`src/rtl/sd_block_responder.sv`:
```
// rtl/sd_block_responder.sv - target side of the sd_lba/sd_rd/sd_wr/sd_ack 512-byte block handshake
// Optional feature macro: SD_RESP_STATS_EN adds rd_count/wr_count completed-block counters.
// ACK_DELAY: sd_ack rises ACK_DELAY+1 clock edges after the edge that accepts the request.
// The byte-address calculation {lba,9'b0}+offset is done at ADDR_W bits, so upper bits truncate.
module sd_block_responder #(
    parameter logic [31:0] IMG_BLOCKS = 32'd65536,
    parameter logic [7:0]  ACK_DELAY  = 8'd4,
    parameter int          ADDR_W     = 32
) (
    input  logic              clk_sys,
    input  logic              reset_n,
    input  logic [31:0]       sd_lba,
    input  logic              sd_rd,
    input  logic              sd_wr,
    output logic              sd_ack,
    output logic [8:0]        sd_buff_addr,
    output logic [7:0]        sd_buff_dout,
    output logic              sd_buff_wr,
    input  logic [7:0]        sd_buff_din,
    output logic [ADDR_W-1:0] mem_addr,
    output logic              mem_rd,
    output logic              mem_wr,
    output logic [7:0]        mem_wdata,
    input  logic [7:0]        mem_rdata,
    input  logic              mem_ready,
    output logic              busy,
    output logic              lba_err
`ifdef SD_RESP_STATS_EN
    ,
    output logic [15:0]       rd_count,
    output logic [15:0]       wr_count
`endif
);

    localparam logic [2:0] S_IDLE     = 3'd0;
    localparam logic [2:0] S_DELAY    = 3'd1;
    localparam logic [2:0] S_RD_FETCH = 3'd2;
    localparam logic [2:0] S_RD_PUSH  = 3'd3;
    localparam logic [2:0] S_WR_ADDR  = 3'd4;
    localparam logic [2:0] S_WR_STORE = 3'd5;
    localparam logic [2:0] S_DONE     = 3'd6;

    logic [2:0]  state;
    logic [7:0]  delay_cnt;
    logic [31:0] lba_q;
    logic        dir_rd;
    logic        lba_oor;
    logic [8:0]  offset;
    logic [7:0]  wdata_q;
    logic        wr_first;

    // Out-of-range blocks never touch the backing store; the handshake still runs.
    assign mem_rd     = (state == S_RD_FETCH) && !lba_oor;
    assign mem_wr     = (state == S_WR_STORE) && !lba_oor;
    assign sd_buff_wr = (state == S_RD_PUSH);
    assign busy       = (state != S_IDLE);
    assign mem_addr   = ADDR_W'({lba_q, 9'd0}) + ADDR_W'(offset);
    // On the first store cycle the initiator RAM output is used directly so a
    // zero-wait memory sees valid data; later wait cycles use the latched copy.
    assign mem_wdata  = wr_first ? sd_buff_din : wdata_q;

    // Main transfer sequencer: request latch, ack delay, per-byte read/write loop.
    always_ff @(posedge clk_sys or negedge reset_n) begin
        if (!reset_n) begin
            state        <= S_IDLE;
            delay_cnt    <= 8'd0;
            lba_q        <= 32'd0;
            dir_rd       <= 1'b0;
            lba_oor      <= 1'b0;
            lba_err      <= 1'b0;
            offset       <= 9'd0;
            sd_ack       <= 1'b0;
            sd_buff_addr <= 9'd0;
            sd_buff_dout <= 8'd0;
            wdata_q      <= 8'd0;
            wr_first     <= 1'b0;
        end else begin
            case (state)
                S_IDLE: begin
                    if ((sd_rd || sd_wr) && !sd_ack) begin
                        lba_q     <= sd_lba;
                        dir_rd    <= sd_rd;
                        lba_oor   <= (sd_lba >= IMG_BLOCKS);
                        if (sd_lba >= IMG_BLOCKS) begin
                            lba_err <= 1'b1;
                        end
                        delay_cnt <= 8'd0;
                        state     <= S_DELAY;
                    end
                end
                S_DELAY: begin
                    if (delay_cnt == ACK_DELAY) begin
                        sd_ack <= 1'b1;
                        offset <= 9'd0;
                        if (dir_rd) begin
                            state <= S_RD_FETCH;
                        end else begin
                            sd_buff_addr <= 9'd0;
                            state        <= S_WR_ADDR;
                        end
                    end else begin
                        delay_cnt <= delay_cnt + 8'd1;
                    end
                end
                S_RD_FETCH: begin
                    if (lba_oor) begin
                        sd_buff_dout <= 8'h00;
                        sd_buff_addr <= offset;
                        state        <= S_RD_PUSH;
                    end else if (mem_ready) begin
                        sd_buff_dout <= mem_rdata;
                        sd_buff_addr <= offset;
                        state        <= S_RD_PUSH;
                    end
                end
                S_RD_PUSH: begin
                    if (offset == 9'd511) begin
                        sd_ack <= 1'b0;
                        state  <= S_DONE;
                    end else begin
                        offset <= offset + 9'd1;
                        state  <= S_RD_FETCH;
                    end
                end
                S_WR_ADDR: begin
                    wr_first <= 1'b1;
                    state    <= S_WR_STORE;
                end
                S_WR_STORE: begin
                    wr_first <= 1'b0;
                    if (wr_first) begin
                        wdata_q <= sd_buff_din;
                    end
                    if (lba_oor || mem_ready) begin
                        if (offset == 9'd511) begin
                            sd_ack <= 1'b0;
                            state  <= S_DONE;
                        end else begin
                            offset       <= offset + 9'd1;
                            sd_buff_addr <= offset + 9'd1;
                            state        <= S_WR_ADDR;
                        end
                    end
                end
                S_DONE: begin
                    // Wait for the initiator to drop its level so it cannot retrigger.
                    if (!sd_rd && !sd_wr) begin
                        state <= S_IDLE;
                    end
                end
                default: begin
                    state <= S_IDLE;
                end
            endcase
        end
    end

`ifdef SD_RESP_STATS_EN
    logic done_rd;
    logic done_wr;

    assign done_rd = (state == S_RD_PUSH) && (offset == 9'd511);
    assign done_wr = (state == S_WR_STORE) && (lba_oor || mem_ready) && (offset == 9'd511);

    // Completed-block counters, bumped on the edge that enters DONE; wrap naturally.
    always_ff @(posedge clk_sys or negedge reset_n) begin
        if (!reset_n) begin
            rd_count <= 16'd0;
            wr_count <= 16'd0;
        end else begin
            if (done_rd) begin
                rd_count <= rd_count + 16'd1;
            end
            if (done_wr) begin
                wr_count <= wr_count + 16'd1;
            end
        end
    end
`endif

endmodule
```
`config.mk`:
```
export PLATFORM = sky130hd
export DESIGN_NAME = sd_block_responder
export DESIGN_NICKNAME = d
export VERILOG_FILES = /design/src/rtl/sd_block_responder.sv
export SDC_FILE = /design/constraint.sdc
export NUM_CORES = 1
export LEC_CHECK = 0
export ABC_AREA = 0
export CELL_PAD_IN_SITES_DETAIL_PLACEMENT = 0
export CELL_PAD_IN_SITES_GLOBAL_PLACEMENT = 1
export CORE_ASPECT_RATIO = 1.4
export CORE_UTILIZATION = 39
export CTS_BUF_LIST = sky130_fd_sc_hd__clkbuf_4 sky130_fd_sc_hd__clkbuf_8
export DETAILED_ROUTE_END_ITERATION = 8
export PLACE_DENSITY = 0.89
export REMOVE_ABC_BUFFERS = 1
export SYNTH_ARGS = -nofsm -noshare
export SYNTH_HDL_FRONTEND = slang
export SYNTH_SLANG_ARGS = --single-unit
```
`constraint.sdc`:
```
create_clock -name clk_sys -period 6.3 [get_ports clk_sys]
set_clock_uncertainty 0.05 [all_clocks]
set_input_delay 1.26 -clock clk_sys [delete_from_list [all_inputs] [get_ports clk_sys]]
set_output_delay 1.26 -clock clk_sys [all_outputs]
set_load 0.005 [all_outputs]
```
==> run_results.csv, run 1 <==
group,metric,value,unit
sta,finalCriticalPeriod,3750,ps
final_layout,regArea,1830,um^2
drt,routed_wirelength,9000,um
clock_network,clkSinkCount,73,
synth,syn_area_per_cell,9.18,um^2
sta,setup_violations,0,
clock_network,cts_resized,0,
place,place_congestion,0.838,
drt,vias,3331,
worst_setup_path,slowest_stage,"dfrtp_1",
pwr,finalPower,1.36,mW
pwr,leakagePower,2.25,nW
floorplanning,die_w,84.9,um
synth,synth_top_family_by_area,"simple AND/OR/NAND/NOR gates",
clock_network,cts-buffers-inserted,9,
run,maxCapViolCount,0,
synth,synthDominantCellAreaShare,0.487,
global_routing,grt_pass1_wl,15800,um
global_routing,grt_use_total,0.199,
synth,seq_area_frac_synth,0.487,
clock_network,cts_setup_buffers,0,
worst_setup_path,worst_r2r_path_depth,8,
final_layout,multi_input_area,1780,um^2
final_layout,area_growth,35.8,%
worst_setup_path,crit_chain,"nand3b_1, nor2_1, clkdlybuf4s50_1",
clock_network,clkTransAtPathRegs,80,ps
floorplanning,rows,42,
global_routing,antenna_found_initial,0,
clock_network,h-tree-depth,3,
synth,synth_common_cells,"118 x nand2_1, 73 x dfrtp_1, 22 x o21ai_0, 18 x mux2_2, 17 x a21oi_1",
synth,synth_top_cell_by_area,"dfrtp_1",
place,dp_hpwl,6340,um
synth,synth_area_leaders,"dfrtp_1 49%, nand2_1 12%, mux2_2 5.4%, o21ai_0 2.9%, a21oi_1 2.3%",
sta,holdWs,422,ps
drt,via_per_inst,5.31,
final_layout,num-nets-final,569,
synth,synth_simple_gate_area_share,0.259,
synth,synthCells,409,
drt,routedWlPerCell,14.4,um
clock_network,ctsHoldBuffers,0,
pwr,power_density,268,nW/um^2
sta,rsz0062_at_grt,"no",
synth,yosys_warnings,0,
clock_network,clockRootBuffer,"clkbuf_8",
sta,fmax,267,MHz
drt,firstDrtPassIters,9,
sta,max_slew_margin,0.268,
synth,synth-async-reset-ratio,1.00,
drt,drtIter0Drc,204,
pwr,ir_drop,121,uV
global_routing,grt_start_max_net_pins,74,
clock_network,tritoncts,"built",
worst_setup_path,cpPeakStageDelay,690,ps
synth,synth-edff-count,0,
synth,synth.area.mux_share,0.0633,
floorplanning,io_pins,116,
clock_network,clock_latency,360,ps
clock_network,clock_path_buffers,2,
drt,final_antenna_net_count,0,
synth,ys_seq_elements,73,
sta,setup_tns,0,ps
synth,synth_adder_area_share,0.0133,
final_layout,finalCoreUtilization,0.542,
floorplanning,coreArea,9410,um^2
floorplanning,initial_core_util,0.399,
worst_setup_path,critical_path_arrival,2440,ps
worst_setup_path,critPathKind,"reg -> out",
floorplanning,die_area,10000,um^2
sta,worst_slew_pin_slew,1100,ps
sta,hold_violations,0,
worst_setup_path,cp-start-kind,"flop",
final_layout,drive_gt1_frac,0.0928,
global_routing,grt_overflow,0,
worst_setup_path,cp-end-kind,"output pin",
min_path,hold_path_class,"reg -> reg",
min_path,min_path_cells,2,
status,status,"finished with violations",
synth,synthXorXnorAreaFrac,0,
floorplanning,die_h,118,um
sta,period_share,0.595,
worst_setup_path,cp.required,4990,ps
worst_setup_path,path_max_fanout,19,
global_routing,grt_pass1_vias,3379,
status,failed_checks,"DRC",
final_layout,diodes,0,
synth,ys.flop_type,"dfrtp_1",
place,portBuffers,115,
drt,drc,7,
synth,synth_compound_area_frac,0.139,
synth,synth_cell_types,56,
sta,drv_slew,0,
synth,yosysMostFrequentCell,"nand2_1",
synth,syn_area,3750,um^2
final_layout,fillers,882,
-- layout make-up --
| class | count | share of cell area |
|---|---|---|
| sequential | 73 | 0.358 |
| multi-input combinational | 306 | 0.350 |
| clock inverter | 6 | 0.00884 |
| timing repair buffer | 115 | 0.225 |
| clock buffer | 10 | 0.0258 |
| tap | 110 | 0.0270 |
| inverter | 7 | 0.00515 |
-- where the power goes --
part | switching, mW | total, mW | internal, mW
sequential | 0.0791 | 0.625 | 0.546
clock | 0.180 | 0.328 | 0.147
combinational | 0.154 | 0.411 | 0.256
-- layout by cell type, fill, tap and decap left out, types with 2 or more instances in the layout --
cell type / instances
a21boi_0: 2
a21oi_1: 17
a221o_1: 6
a22o_1: 4
a2bb2oi_1: 2
a31oi_1: 3
a32o_1: 2
and2_1: 3
and3_1: 4
clkbuf_8: 9
clkdlybuf4s50_1: 114
clkinv_4: 2
clkinvlp_4: 3
dfrtp_1: 73
ha_1: 4
inv_1: 7
mux2_2: 18
mux2i_1: 2
nand2_1: 118
nand2b_1: 9
nand3_1: 7
nand4_1: 4
nor2_1: 13
nor2_2: 2
nor2b_1: 9
nor3_1: 15
nor4_1: 6
o21ai_0: 22
o2bb2ai_1: 2
or2_2: 2
or3_1: 6
-- routing by layer --
| metal | vias up | global-route usage | wire length (um) | part of all wire |
|---|---|---|---|---|
| li1 | 1624 | - | - | - |
| met1 | 1581 | 0.233 | 3750 | 0.42 |
| met2 | 106 | 0.333 | 4440 | 0.49 |
| met3 | 20 | 0.0442 | 546 | 0.061 |
| met4 | 0 | 0.113 | 268 | 0.030 |
| met5 | - | 0 | 0 | 0 |
-- metrics by stage --
stage / setup WS (ps) / instance area, um^2 / instances
after floorplan: 3470 / 3630 / 386
after global placement: 2630 / 4920 / 611
after detailed placement: 2600 / 4920 / 611
after CTS: 2500 / 5100 / 627
after global routing: 2280 / 5100 / 627
final: 2550 / 5100 / 627
-- critical path, delay by kind of cell (launching register included) --
family	cells	cell delay [ps]
buffers and inverters	1	530
and+or+nand+nor	2	850
DFF	1	690
-- registers in the layout, indices dropped and copies added, names as in the netlist, 3 cells and up --
name          count
wdata_q           8
state             3
offset            9
lba_q            23
sd_buff_addr      9
sd_buff_dout      8
delay_cnt         8
-- path summary, 6_finish.rpt --
path	start	to	slack, ps
max in group asynchronous	reset_n	wdata_q[2]$_DFFE_PN0N_	4620
max reg2reg	offset[0]$_DFFE_PN0P_	sd_buff_addr[8]$_DFFE_PN0P_	3670
min in group asynchronous	reset_n	sd_buff_addr[3]$_DFFE_PN0P_	970
max	state[2]$_DFFE_PN0P_	mem_wr	2550
min reg2reg	wdata_q[0]$_DFFE_PN0N_	wdata_q[0]$_DFFE_PN0N_	420
min	wdata_q[0]$_DFFE_PN0N_	wdata_q[0]$_DFFE_PN0N_	420
-- cell families (layout without fill, tap and decap cells) --
kind of cell / after synthesis / count (layout)
AO/OA/AOI/OAI: 74 / 74
adder cells (fa/ha/maj): 4 / 4
buffers and inverters: 30 / 138
flip-flops: 73 / 73
multiplexers: 21 / 21
AND/OR/NAND/NOR: 207 / 207
Note: power is estimated with default switching activity, not from simulation.
==> inputs of run 2 (changes only) <==
- CORE_UTILIZATION: 39 -> 32
- PLACE_DENSITY: 0.89 -> 0.78
- clock period: 6.3 -> 3.2 ns (I/O delays scaled with it)
==> run 2 against run 1 <==
  * Core utilization is 8.4 points lower
  * Critical endpoint is now mem_rd
  * Sequential power is 95% higher
  * Flip-flop and latch count stayed put
  * Wire length is 6.1% higher
  * Largest cell class unchanged
  * Clock power is 100% higher
  * First-iteration DRC count is 16% lower
  * The flow now finishes without violations
  * Largest power group unchanged
  * Global-route usage is 3.1 points lower
  * Clock-buffer cell count stayed put
  * Total power is 100% higher
==> run_results.csv, run 2 (synthesized netlist as in run 1, its figures left out) <==
group,metric,value,unit
worst_setup_path,r2r-end,"offset[2]$_DFFE_PN0P_",
floorplanning,rows,46,
final_layout,largest_register,"lba_q",
worst_setup_path,critPathTopFamily,"simple AND/OR/NAND/NOR gates",
sta,setup_violations,0,
place,portBuffers,115,
final_layout,fillers,1147,
global_routing,grt_use_total,0.167,
floorplanning,die_area,12200,um^2
drt,drtIter0Drc,172,
sta,finalWorstSetupSlack,314,ps
sta,setup_tns,0,ps
final_layout,mostFrequentLayoutCells,"118 x nand2_1, 114 x clkdlybuf4s50_1, 73 x dfrtp_1, 22 x o21ai_0, 18 x mux2_2",
floorplanning,die_w,93.5,um
final_layout,diodes,0,
drt,vias,3357,
status,status,"finished, final reports clean",
final_layout,top_regs,"lba_q (23), offset (9), sd_buff_addr (9)",
final_layout,drive_gt1_frac,0.110,
worst_setup_path,critPathKind,"reg -> out",
global_routing,grt_start_max_net_pins,74,
worst_setup_path,cp-end-kind,"output pin",
clock_network,clkTransAtPathRegs,80,ps
sta,drv_slew,0,
worst_setup_path,r2r_start,"offset[1]$_DFFE_PN0P_",
final_layout,multi_input_area,1780,um^2
clock_network,clock_path_buffers,2,
final_layout,largest_reg_flops,23,
place,place_congestion,0.802,
worst_setup_path,critical_path_arrival,2200,ps
global_routing,grt_pass1_vias,3399,
global_routing,grt_overflow,0,
floorplanning,initial_core_util,0.329,
clock_network,ctsHoldBuffers,0,
pwr,leakagePower,2.31,nW
sta,rsz0062_at_grt,"no",
clock_network,h-tree-depth,3,
min_path,hold_path_class,"in -> async",
floorplanning,io_pins,116,
drt,via_per_inst,5.00,
drt,routedWlPerCell,14.2,um
final_layout,layout_commonest_cell,"nand2_1",
drt,drc,0,
clock_network,tritoncts,"built",
sta,worst_slew_pin_slew,942,ps
worst_setup_path,cp-start-kind,"flop",
sta,fmax,347,MHz
worst_setup_path,slowest_stage,"dfrtp_1",
sta,period_share,0.902,
clock_network,clkSinkCount,73,
worst_setup_path,cp.required,2510,ps
sta,finalCriticalPeriod,2890,ps
sta,hold_violations,0,
floorplanning,coreArea,11400,um^2
worst_setup_path,worst_r2r_path_depth,8,
final_layout,regArea,1830,um^2
drt,firstDrtPassIters,4,
worst_setup_path,crit_buf_inv,1,
clock_network,cts_setup_buffers,0,
floorplanning,die_h,130,um
clock_network,cts_resized,0,
run,maxCapViolCount,0,
global_routing,grt_pass1_wl,16000,um
worst_setup_path,r2r_setup_slack,670,ps
drt,final_antenna_net_count,0,
final_layout,num-nets-final,579,
place,dp_hpwl,6780,um
worst_setup_path,crit_chain,"or3b_4, nor2_1, clkdlybuf4s50_1",
worst_setup_path,cpPeakStageDelay,650,ps
clock_network,cts-buffers-inserted,9,
clock_network,clockRootBuffer,"clkbuf_8",
worst_setup_path,path_max_fanout,19,
sta,max_slew_margin,0.372,
pwr,power_density,523,nW/um^2
final_layout,area_growth,39.0,%
drt,routed_wirelength,9550,um
place,pre_cts_slack,628,ps
pwr,ir_drop,234,uV
global_routing,antenna_found_initial,0,
clock_network,clock_latency,350,ps
-- run 2: report_power, final --
group          total [mW]  internal [mW]  switching [mW]
logic               0.845          0.517           0.327
registers            1.22           1.08           0.144
clock network       0.666          0.304           0.362
total                2.73           1.90           0.833
-- run 2: worst reg2reg max path, stage by stage (launching register included) --
cell and delay (ps):
dfrtp_1 460, ha_1 250, nand3_1 90, buf_4 170
nor3_1 200, ha_1 310, nand2b_1 300, nor2_1 230
a221o_1 350
-- run 2: layout make-up --
cell class                      instances  area share
Inverter                                7     0.00503
Tap cell                              144      0.0345
Timing Repair Buffer                  125       0.234
Clock inverter                          6     0.00815
Clock buffer                           10      0.0264
Multi-Input combinational cell        306       0.341
Sequential cell                        73       0.350
-- run 2: worst max path at each step --
stage	slack, ps	endpoint	cells after the start	start
2_1_floorplan	840	delay_cnt[2]$_DFFE_PN0P_	4	state[0]$_DFFE_PN0P_
5_1_grt	190	mem_rd	3	state[1]$_DFFE_PN0P_
3_3_place_gp	620	offset[0]$_DFFE_PN0P_	6	mem_ready
6_report	310	mem_rd	3	state[1]$_DFFE_PN0P_
3_5_place_dp	630	offset[0]$_DFFE_PN0P_	6	mem_ready
4_1_cts	290	mem_rd	3	state[1]$_DFFE_PN0P_
-- run 2: per-stage QoR --
step	hold slack, ps	power (mW)	cells	util	instance area [um^2]
2_1_floorplan	294	1.60	386	-	3630
3_3_place_gp	401	2.07	655	0.442	5040
3_5_place_dp	410	2.09	655	0.442	5040
4_1_cts	416	2.78	671	0.458	5220
5_1_grt	449	2.91	671	0.458	5220
6_report	393	2.73	671	0.458	5220
-- run 2: per-layer routing --
| metal | wire (um) | GRT usage |
|---|---|---|
| met1 | 3890 | 0.191 |
| met2 | 4970 | 0.299 |
| met3 | 575 | 0.0449 |
| met4 | 115 | 0.0588 |
| met5 | 0 | 0 |
